$ cat config.mk
export PLATFORM = sky130hd
export DESIGN_NAME = video_stream_capture_flat
export DESIGN_NICKNAME = d
export VERILOG_FILES = /design/src/rtl/video_stream_capture_pkg.sv /design/src/rtl/video_stream_capture_if.sv /design/src/rtl/video_stream_capture_stats.sv /design/src/rtl/video_stream_capture.sv /design/src/flat_wrapper.sv
export SDC_FILE = /design/constraint.sdc
export NUM_CORES = 1
export LEC_CHECK = 0
export CAP_MARGIN = 20
export CORE_UTILIZATION = 35
export DETAILED_ROUTE_END_ITERATION = 6
export HOLD_SLACK_MARGIN = 0.06
export SKIP_CTS_REPAIR_TIMING = 1
export SLEW_MARGIN = 20
export SYNTH_ARGS = -nofsm -noshare
export SYNTH_HDL_FRONTEND = slang
export SYNTH_SLANG_ARGS = --single-unit
$ cat constraint.sdc
create_clock -name pclk -period 2.1 [get_ports pclk]
set_clock_uncertainty 0.1 [all_clocks]
set_input_delay 0.42 -clock pclk [delete_from_list [all_inputs] [get_ports pclk]]
set_output_delay 0.42 -clock pclk [all_outputs]
set_load 0.02 [all_outputs]
$ cat src/rtl/video_stream_capture_pkg.sv
// Shared types and widths for the video stream capture block.
package capture_pkg;

  // Capture controller states.
  typedef enum logic [1:0] {
    ST_IDLE    = 2'd0,
    ST_WAIT_VS = 2'd1,
    ST_ACTIVE  = 2'd2,
    ST_DONE    = 2'd3
  } cap_state_e;

  localparam int PIX_CNT_W   = 21;
  localparam int Y_SUM_W     = 28;
  localparam int FRAME_CNT_W = 16;

endpackage

$ cat src/rtl/video_stream_capture_if.sv
// Video input and frame-memory write port bundle for video_stream_capture.
//
// Handshake: there is no backpressure on either side. A sample is
// qualified by in_href=1 in the cycle it is presented; a write is one
// cycle long and qualified by wr_en=1, with wr_addr/wr_data valid in that
// same cycle. The frame memory must accept every strobe.
interface video_stream_capture_if #(
  parameter int ADDR_W = 20
) ();
  logic              in_vsync;
  logic              in_href;
  logic [7:0]        in_y;
  logic              wr_en;
  logic [ADDR_W-1:0] wr_addr;
  logic [7:0]        wr_data;

  // Video source / memory sink side (testbench or upstream sensor).
  modport master (
    output in_vsync, in_href, in_y,
    input  wr_en, wr_addr, wr_data
  );

  // Capture block side.
  modport slave (
    input  in_vsync, in_href, in_y,
    output wr_en, wr_addr, wr_data
  );
endinterface

$ cat src/rtl/video_stream_capture_stats.sv
// Per-frame luma statistics: running sum of accepted samples and count of
// black (zero) samples, published to holding registers at frame close.
module capture_stats
  import capture_pkg::*;
(
  input  logic                 clk_i,
  input  logic                 rst_i,
  input  logic                 clr_i,
  input  logic                 acc_i,
  input  logic [7:0]           y_i,
  input  logic                 pub_i,
  output logic [Y_SUM_W-1:0]   y_sum_o,
  output logic [PIX_CNT_W-1:0] black_cnt_o
);

  logic [Y_SUM_W-1:0]   sum_q;
  logic [PIX_CNT_W-1:0] blk_q;
  logic [Y_SUM_W-1:0]   y_sum_q;
  logic [PIX_CNT_W-1:0] black_q;

  // Accumulate accepted samples; publish the totals when the frame closes.
  always_ff @(posedge clk_i) begin
    if (rst_i) begin
      sum_q   <= '0;
      blk_q   <= '0;
      y_sum_q <= '0;
      black_q <= '0;
    end else begin
      if (clr_i) begin
        sum_q <= '0;
        blk_q <= '0;
      end else if (acc_i) begin
        sum_q <= sum_q + Y_SUM_W'(y_i);
        if (y_i == 8'd0) blk_q <= blk_q + PIX_CNT_W'(1);
      end
      if (pub_i) begin
        y_sum_q <= sum_q;
        black_q <= blk_q;
      end
    end
  end

  assign y_sum_o     = y_sum_q;
  assign black_cnt_o = black_q;

endmodule

$ cat src/rtl/video_stream_capture.sv
// Video stream capture: writes an 8-bit luma frame into memory at
// line*WIDTH+col, checks frame geometry and reports per-frame results.
// Optional build macro CAPTURE_STATS_EN adds luma sum / black pixel stats;
// without it y_sum and black_cnt read as zero.
module video_stream_capture
  import capture_pkg::*;
#(
  parameter int WIDTH  = 1280,
  parameter int HEIGHT = 720,
  parameter int ADDR_W = 20
) (
  input  logic                   pclk,
  input  logic                   rst,
  input  logic                   enable,
  video_stream_capture_if.slave  vid,
  output logic                   frame_done,
  output logic                   frame_ok,
  output logic                   err_width,
  output logic                   err_height,
  output logic                   err_stray,
  output logic [PIX_CNT_W-1:0]   pix_cnt,
  output logic [Y_SUM_W-1:0]     y_sum,
  output logic [PIX_CNT_W-1:0]   black_cnt,
  output logic [FRAME_CNT_W-1:0] frame_cnt,
  output cap_state_e             dbg_state
);

  localparam int COL_W  = $clog2(WIDTH + 1);
  localparam int LINE_W = $clog2(HEIGHT + 1);
  localparam logic [COL_W-1:0]  WIDTH_C     = COL_W'(WIDTH);
  localparam logic [LINE_W-1:0] HEIGHT_C    = LINE_W'(HEIGHT);
  localparam logic [LINE_W-1:0] LAST_LINE_C = LINE_W'(HEIGHT - 1);

  cap_state_e             state_q;
  logic                   vs_q, href_q;
  logic [COL_W-1:0]       col_q;
  logic [LINE_W-1:0]      line_q;
  logic [ADDR_W-1:0]      addr_q;
  logic [PIX_CNT_W-1:0]   pix_q;
  logic                   err_w_q, stray_q, rearm_q;

  logic                   wr_en_q;
  logic [ADDR_W-1:0]      wr_addr_q;
  logic [7:0]             wr_data_q;
  logic                   frame_done_q, frame_ok_q;
  logic                   err_width_q, err_height_q, err_stray_q;
  logic [PIX_CNT_W-1:0]   pix_cnt_q;
  logic [FRAME_CNT_W-1:0] frame_cnt_q;

  logic vs_rise, href_fall, in_active, early_vs;
  logic accept, overrun, line_end, short_line, last_line;
  logic go_done, frame_start, width_err_fin;

  // Frame events decoded from the live inputs and the registered edges.
  always_comb begin
    vs_rise    = vid.in_vsync & ~vs_q;
    href_fall  = ~vid.in_href & href_q;
    in_active  = (state_q == ST_ACTIVE);
    // A vsync edge before all lines arrived closes the frame short; the
    // cycle carrying that edge takes no pixel.
    early_vs   = in_active & vs_rise & (line_q < HEIGHT_C);
    accept     = in_active & ~early_vs & vid.in_href & (col_q < WIDTH_C);
    overrun    = in_active & ~early_vs & vid.in_href & (col_q >= WIDTH_C);
    line_end   = in_active & ~early_vs & href_fall;
    short_line = line_end & (col_q != WIDTH_C);
    last_line  = line_end & (line_q == LAST_LINE_C);
    go_done    = enable & (early_vs | last_line);
    frame_start = enable & (((state_q == ST_WAIT_VS) & vs_rise) |
                            ((state_q == ST_DONE) & rearm_q));
    width_err_fin = err_w_q | short_line;
  end

  // Capture FSM with registered write port and result registers.
  always_ff @(posedge pclk) begin
    if (rst) begin
      state_q      <= ST_IDLE;
      vs_q         <= 1'b0;
      href_q       <= 1'b0;
      col_q        <= '0;
      line_q       <= '0;
      addr_q       <= '0;
      pix_q        <= '0;
      err_w_q      <= 1'b0;
      stray_q      <= 1'b0;
      rearm_q      <= 1'b0;
      wr_en_q      <= 1'b0;
      wr_addr_q    <= '0;
      wr_data_q    <= '0;
      frame_done_q <= 1'b0;
      frame_ok_q   <= 1'b0;
      err_width_q  <= 1'b0;
      err_height_q <= 1'b0;
      err_stray_q  <= 1'b0;
      pix_cnt_q    <= '0;
      frame_cnt_q  <= '0;
    end else begin
      vs_q         <= vid.in_vsync;
      href_q       <= vid.in_href;
      wr_en_q      <= 1'b0;
      frame_done_q <= 1'b0;
      if (!enable) begin
        // Disable aborts any frame in progress without reporting it.
        state_q <= ST_IDLE;
        col_q   <= '0;
        line_q  <= '0;
        addr_q  <= '0;
        pix_q   <= '0;
        err_w_q <= 1'b0;
        stray_q <= 1'b0;
        rearm_q <= 1'b0;
      end else begin
        unique case (state_q)
          ST_IDLE:    state_q <= ST_WAIT_VS;
          ST_WAIT_VS: begin
            if (vs_rise) state_q <= ST_ACTIVE;
            else if (vid.in_href) stray_q <= 1'b1;
          end
          ST_ACTIVE:  if (go_done) state_q <= ST_DONE;
          ST_DONE:    state_q <= rearm_q ? ST_ACTIVE : ST_WAIT_VS;
          default:    state_q <= ST_IDLE;
        endcase

        if (frame_start) begin
          col_q     <= '0;
          line_q    <= '0;
          addr_q    <= '0;
          pix_q     <= '0;
          err_w_q   <= 1'b0;
          rearm_q   <= 1'b0;
          wr_addr_q <= '0;
        end

        if (accept) begin
          wr_en_q   <= 1'b1;
          wr_data_q <= vid.in_y;
          wr_addr_q <= addr_q;
          addr_q    <= addr_q + ADDR_W'(1);
          col_q     <= col_q + COL_W'(1);
          pix_q     <= pix_q + PIX_CNT_W'(1);
        end

        if (overrun) err_w_q <= 1'b1;

        if (line_end) begin
          col_q  <= '0;
          line_q <= line_q + LINE_W'(1);
          if (short_line) err_w_q <= 1'b1;
        end

        if (go_done) begin
          frame_done_q <= 1'b1;
          err_width_q  <= width_err_fin;
          err_height_q <= early_vs;
          err_stray_q  <= stray_q;
          frame_ok_q   <= ~(width_err_fin | early_vs | stray_q);
          pix_cnt_q    <= pix_q;
          frame_cnt_q  <= frame_cnt_q + FRAME_CNT_W'(1);
          stray_q      <= 1'b0;
          rearm_q      <= early_vs;
        end
      end
    end
  end

`ifdef CAPTURE_STATS_EN
  capture_stats u_stats (
    .clk_i       (pclk),
    .rst_i       (rst),
    .clr_i       (~enable | frame_start),
    .acc_i       (accept),
    .y_i         (vid.in_y),
    .pub_i       (go_done),
    .y_sum_o     (y_sum),
    .black_cnt_o (black_cnt)
  );
`else
  assign y_sum     = '0;
  assign black_cnt = '0;
`endif

  assign vid.wr_en   = wr_en_q;
  assign vid.wr_addr = wr_addr_q;
  assign vid.wr_data = wr_data_q;
  assign frame_done  = frame_done_q;
  assign frame_ok    = frame_ok_q;
  assign err_width   = err_width_q;
  assign err_height  = err_height_q;
  assign err_stray   = err_stray_q;
  assign pix_cnt     = pix_cnt_q;
  assign frame_cnt   = frame_cnt_q;
  assign dbg_state   = state_q;

endmodule

$ cat src/flat_wrapper.sv
// flat-port wrapper written by rule: the top's interface ports become plain ports
module video_stream_capture_flat import capture_pkg::*;
#(
  parameter int WIDTH  = 1280,
  parameter int HEIGHT = 720,
  parameter int ADDR_W = 20
)
  (pclk, rst, enable, frame_done, frame_ok, err_width, err_height, err_stray, pix_cnt, y_sum, black_cnt, frame_cnt, dbg_state, vid_in_vsync, vid_in_href, vid_in_y, vid_wr_en, vid_wr_addr, vid_wr_data);
  video_stream_capture_if #(.ADDR_W(ADDR_W)) vid_i ();
  input  logic pclk;
  input  logic rst;
  input  logic enable;
  output logic frame_done;
  output logic frame_ok;
  output logic err_width;
  output logic err_height;
  output logic err_stray;
  output logic [PIX_CNT_W-1:0] pix_cnt;
  output logic [Y_SUM_W-1:0] y_sum;
  output logic [PIX_CNT_W-1:0] black_cnt;
  output logic [FRAME_CNT_W-1:0] frame_cnt;
  output cap_state_e dbg_state;
  input wire logic [$bits(vid_i.in_vsync)-1:0] vid_in_vsync;
  input wire logic [$bits(vid_i.in_href)-1:0] vid_in_href;
  input wire logic [$bits(vid_i.in_y)-1:0] vid_in_y;
  output wire logic [$bits(vid_i.wr_en)-1:0] vid_wr_en;
  output wire logic [$bits(vid_i.wr_addr)-1:0] vid_wr_addr;
  output wire logic [$bits(vid_i.wr_data)-1:0] vid_wr_data;
  assign vid_i.in_vsync = vid_in_vsync;
  assign vid_i.in_href = vid_in_href;
  assign vid_i.in_y = vid_in_y;
  assign vid_wr_en = vid_i.wr_en;
  assign vid_wr_addr = vid_i.wr_addr;
  assign vid_wr_data = vid_i.wr_data;
  video_stream_capture #(.WIDTH(WIDTH), .HEIGHT(HEIGHT), .ADDR_W(ADDR_W)) u_core (.pclk(pclk), .rst(rst), .enable(enable), .vid(vid_i), .frame_done(frame_done), .frame_ok(frame_ok), .err_width(err_width), .err_height(err_height), .err_stray(err_stray), .pix_cnt(pix_cnt), .y_sum(y_sum), .black_cnt(black_cnt), .frame_cnt(frame_cnt), .dbg_state(dbg_state));
endmodule
==> impl_table.tex <==
\begin{tabular}{lr}
\hline
Metric & Value \\
\hline
\multicolumn{2}{l}{\textbf{Outcome}} \\
Outcome & finished, final reports clean \\
\multicolumn{2}{l}{\textbf{Clocking}} \\
Maximum level of the CTS H-tree & 4 \\
Library cell used as clock root buffer & clkbuf\_16 \\
Clock transition at the registers of the reported paths & approximately 0.06 ns \\
Clock buffer count from CTS & 17 \\
Sinks on the clock net & 140 \\
Clock latency of the later-clocked register in the worst-skew pair & approximately 0.42 ns \\
Clock tree from TritonCTS & built \\
Largest buffer count on any clock path & 2 \\
\multicolumn{2}{l}{\textbf{Final layout}} \\
Non-filler cells in the finished layout & between 1000 and 1500 \\
Proportion of layout cells with a drive suffix above 1 & approximately 17\% \\
Final \#Nets & between 900 and 1000 \\
Register area & 2810 um\^{}2 \\
Area occupied by multi-input gates & between 3000 and 4000 um\^{}2 \\
Final core area utilization & about half \\
Final antenna diode count & 0 \\
Number of fill cells in the layout & about 1700 \\
Synth-to-layout area growth & 35.0\% \\
Most frequent cells in the layout & dfxtp\_1, nand2\_1, buf\_4 \\
Most common library cell in the layout ignoring fill and taps & dfxtp\_1 \\
\multicolumn{2}{l}{\textbf{Worst setup path}} \\
Buf/Inv on CP & 1 \\
Critical Path Sink Type & flip-flop \\
Required time of the critical path & 2.36 ns \\
Top Family by Delay on Critical Path & simple AND/OR/NAND/NOR gates \\
Worst Setup Path Type & reg2reg \\
Worst Reg2Reg Path Length in Cells & 6 \\
Register-to-register path setup slack & between 0.06 and 0.07 ns \\
Maximum net fanout on the critical path & 8 \\
Critical path origin & u\_core.dbg\_state[0]\$\_SDFFE\_PP0P\_ \\
Critical path cell sequence & buf\_4 -> and4bb\_4 -> nand4\_4 -> a21o\_4 -> or4\_1 -> a21oi\_2 \\
Element type at the critical path start & flip-flop \\
Arrival time of data at the critical path endpoint & roughly 2.3 ns \\
Destination of the worst register-to-register timing path & u\_core.frame\_cnt[9]\$\_SDFFE\_PP0P\_ \\
Capturing element of the worst setup path & u\_core.frame\_cnt[9]\$\_SDFFE\_PP0P\_ \\
Total stage count of the critical path & 6 \\
Critical-path top delay cell & or4\_1 \\
Max stage delay on crit path & around 0.53 ns \\
Reg-to-Reg Start & u\_core.dbg\_state[0]\$\_SDFFE\_PP0P\_ \\
\multicolumn{2}{l}{\textbf{Placement}} \\
Post-Place Cells & roughly 1100 \\
Total of buffers placed on input and output ports & 85 \\
Final Wtd Congestion & $\sim$0.83 \\
HPWL after DPL & between 10000 and 15000 um \\
\multicolumn{2}{l}{\textbf{Drt}} \\
Routed len/inst & roughly 14 um \\
Detailed Routing Iterations Pass 1 & 5 \\
Initial detailed-routing violation count & about 320 \\
DR DRC count & 0 \\
Mean number of vias per cell & approximately 5.0 \\
Via count & approximately 5700 \\
Antenna Violating Nets Remaining & 0 \\
Drt total wl & about 16000 um \\
\multicolumn{2}{l}{\textbf{Power and ir drop}} \\
Portion of total power attributed to combinational logic & about 4.2\% \\
Largest voltage drop on the vdd net & 566 uV \\
Fraction of power spent switching nets & a little under a quarter \\
Clock power share & a little over 50\% \\
Net load switching power & 1370 uW \\
Leakage power figure & about 0.0031 uW \\
Internal & $\sim$4700 uW \\
PwrDens & approximately 700 nW/um\^{}2 \\
Sequential cell fraction of total power & $\sim$44\% \\
\multicolumn{2}{l}{\textbf{Timing}} \\
Count of final max-slew check failures & 0 \\
Fmax achieved & approximately 490 MHz \\
Post-route fraction of the period consumed by the critical path & around 97\% \\
Final critical-path required period & just over 2 ns \\
Number of hold violations in the final report & 0 \\
Final hold slack & approximately 0.22 ns \\
Worst-margin pin slew & approximately 0.54 ns \\
Worst rel slew slack & 64.1\% \\
Endpoints failing setup & 0 \\
\multicolumn{2}{l}{\textbf{Floorplan}} \\
Placeable core area & 17500 um\^{}2 \\
Die Footprint & 18700 um\^{}2 \\
Site row count & between 40 and 50 \\
Starting density of the core & a little over a third \\
Chip Width & 137 um \\
Top-Level Pins & 135 \\
Vertical die dimension & approximately 140 um \\
\multicolumn{2}{l}{\textbf{GRT}} \\
Pin count of the biggest net entering global routing & $\sim$50 \\
Highest-utilization routing layer at the global route stage & met2 \\
Global Route Usage Sum & between 15 and 20\% \\
First-pass GRT wire length & 25500 um \\
Met3 usage in global routing & 4.41\% \\
Antenna violations before repair & 0 \\
Met1 demand-to-capacity share in global routing & between 20\% and 30\% \\
Vias in the first global route & around 5000 \\
Met2 Use GR & around a quarter \\
Aggregate global routing overflow & 0 \\
\multicolumn{2}{l}{\textbf{Logic synthesis}} \\
Count of different cell masters after synthesis & 56 \\
Proportion of register bits with asynchronous set or reset after synthesis & 0\% \\
Number of synthesis warnings & 0 \\
Mean post-synth cell area & $\sim$8.4 um\^{}2 \\
Biggest area consumer among synthesized cells & dfxtp\_1 \\
Number of flip-flops and latches in the synthesized netlist & 140 \\
Post-synth design cell area & 6360 um\^{}2 \\
Number of flops mapped to enable cells by yosys & 0 \\
Most common flop cell mapped by yosys & dfxtp\_1 \\
Sequential share of the synthesized area & about 44\% \\
Number of instances in the synthesized netlist & 754 \\
Top cells by area in the synthesized netlist & dfxtp\_1, nand2\_1, buf\_4, a21oi\_1, nand3\_1 \\
Area share of the largest cell type after synthesis & around 44\% \\
\multicolumn{2}{l}{\textbf{Job}} \\
Max-capacitance violation count & 0 \\
\multicolumn{2}{l}{\textbf{Worst hold path}} \\
Worst Min Path Start & vid\_in\_href \\
HP Class & in2reg \\
\hline
\end{tabular}
==> worst register-to-register path: stages (launching register included) <==
cell and delay, ns:
dfxtp_2 0.33, buf_4 0.13, and4bb_4 0.33, nand4_4 0.12, a21o_4 0.27, or4_1 0.53
a21oi_2 0.15
==> logic make-up (layout without fill, tap and decap cells) <==
family	count (synthesis)	after routing	synth area share, %
AO/OA/AOI/OAI	161	161	16.6
XOR/XNOR	24	24	3.31
adder cells (fa/ha/maj)	6	6	1.18
buffers and inverters	99	217	9.03
flip-flops	140	140	44.1
multiplexers	7	7	1.20
other	1	49	0.0590
AND/OR/NAND/NOR	316	316	24.5
==> cell type report <==
| class | instances | share of cell area [%] |
|---|---|---|
| clock inverter | 12 | 1.90 |
| multi-input combinational | 563 | 37.7 |
| inverter | 13 | 0.612 |
| tap | 225 | 3.28 |
| sequential | 140 | 32.8 |
| clock buffer | 19 | 5.28 |
| timing repair buffer | 173 | 18.5 |
==> flip-flops by register name, summed over array words and instances (netlist names) <==
| signal | cells |
|---|---|
| u_core.err_height | 1 |
| u_core.href_q | 1 |
| u_core.pix_q | 21 |
| u_core.stray_q | 1 |
| u_core.pix_cnt | 21 |
| u_core.vs_q | 1 |
| u_core.col_q | 11 |
| u_core.frame_cnt | 16 |
| u_core.frame_done | 1 |
| u_core.vid.wr_en | 1 |
| u_core.frame_ok | 1 |
| u_core.vid.wr_addr | 20 |
| u_core.dbg_state | 2 |
| u_core.err_width | 1 |
| u_core.line_q | 10 |
| u_core.err_stray | 1 |
| u_core.err_w_q | 1 |
| u_core.rearm_q | 1 |
| u_core.vid.wr_data | 8 |
| u_core.addr_q | 20 |
==> cells in the mapped netlist (7+ instances only) <==
master and instances:
dfxtp_1 140, xnor2_1 15, nand4_1 25, o31ai_1 11
o21ai_0 27, nand3_1 55, or3_1 10, nor2_1 50
a211oi_1 7, a22o_1 17, xor2_1 9, inv_1 13
a21oi_1 63, buf_4 51, buf_2 9, nor3_1 22
clkbuf_1 26, nand2_1 110, and3_1 8
==> how the worst min path moves through the flow <==
stage	cells past startpoint	end	slack (ns)
after floorplan	2	u_core.err_stray$_SDFFE_PP0P_	0.34
after global placement	2	u_core.vid.wr_data[1]$_SDFFE_PP0P_	0.34
after detailed placement	2	u_core.pix_cnt[4]$_SDFFE_PP0P_	0.35
after CTS	3	u_core.frame_ok$_SDFFE_PP0P_	0.24
after global routing	2	u_core.href_q$_SDFF_PP0_	0.23
final	2	u_core.href_q$_SDFF_PP0_	0.22
==> through the flow <==
step	worst slack [ns]	instance area [um^2]	TNS (ns)	power, uW
2_1_floorplan	0.0528	6540	0	2950
3_3_place_gp	-0.549	7830	-41.37	2980
3_5_place_dp	-0.514	7830	-45.16	2980
4_1_cts	-0.107	8450	-1.09	6110
5_1_grt	-0.0236	8580	-0.0429	6280
6_report	0.0658	8580	0	6030
==> power groups by stage <==
stage | combinational, uW | clock, uW | sequential, uW
6_report | 255 | 3110 | 2660
5_1_grt | 276 | 3340 | 2660
4_1_cts | 253 | 3200 | 2660
3_5_place_dp | 252 | 0 | 2720
3_3_place_gp | 252 | 0 | 2720
2_1_floorplan | 223 | 0 | 2730
==> per-layer routing <==
layer	wire [um]	up-vias
met5	0	-
met2	7300	113
li1	-	2903
met1	7780	2704
met3	619	12
met4	124	0
Power figures use the tool's default switching activity.
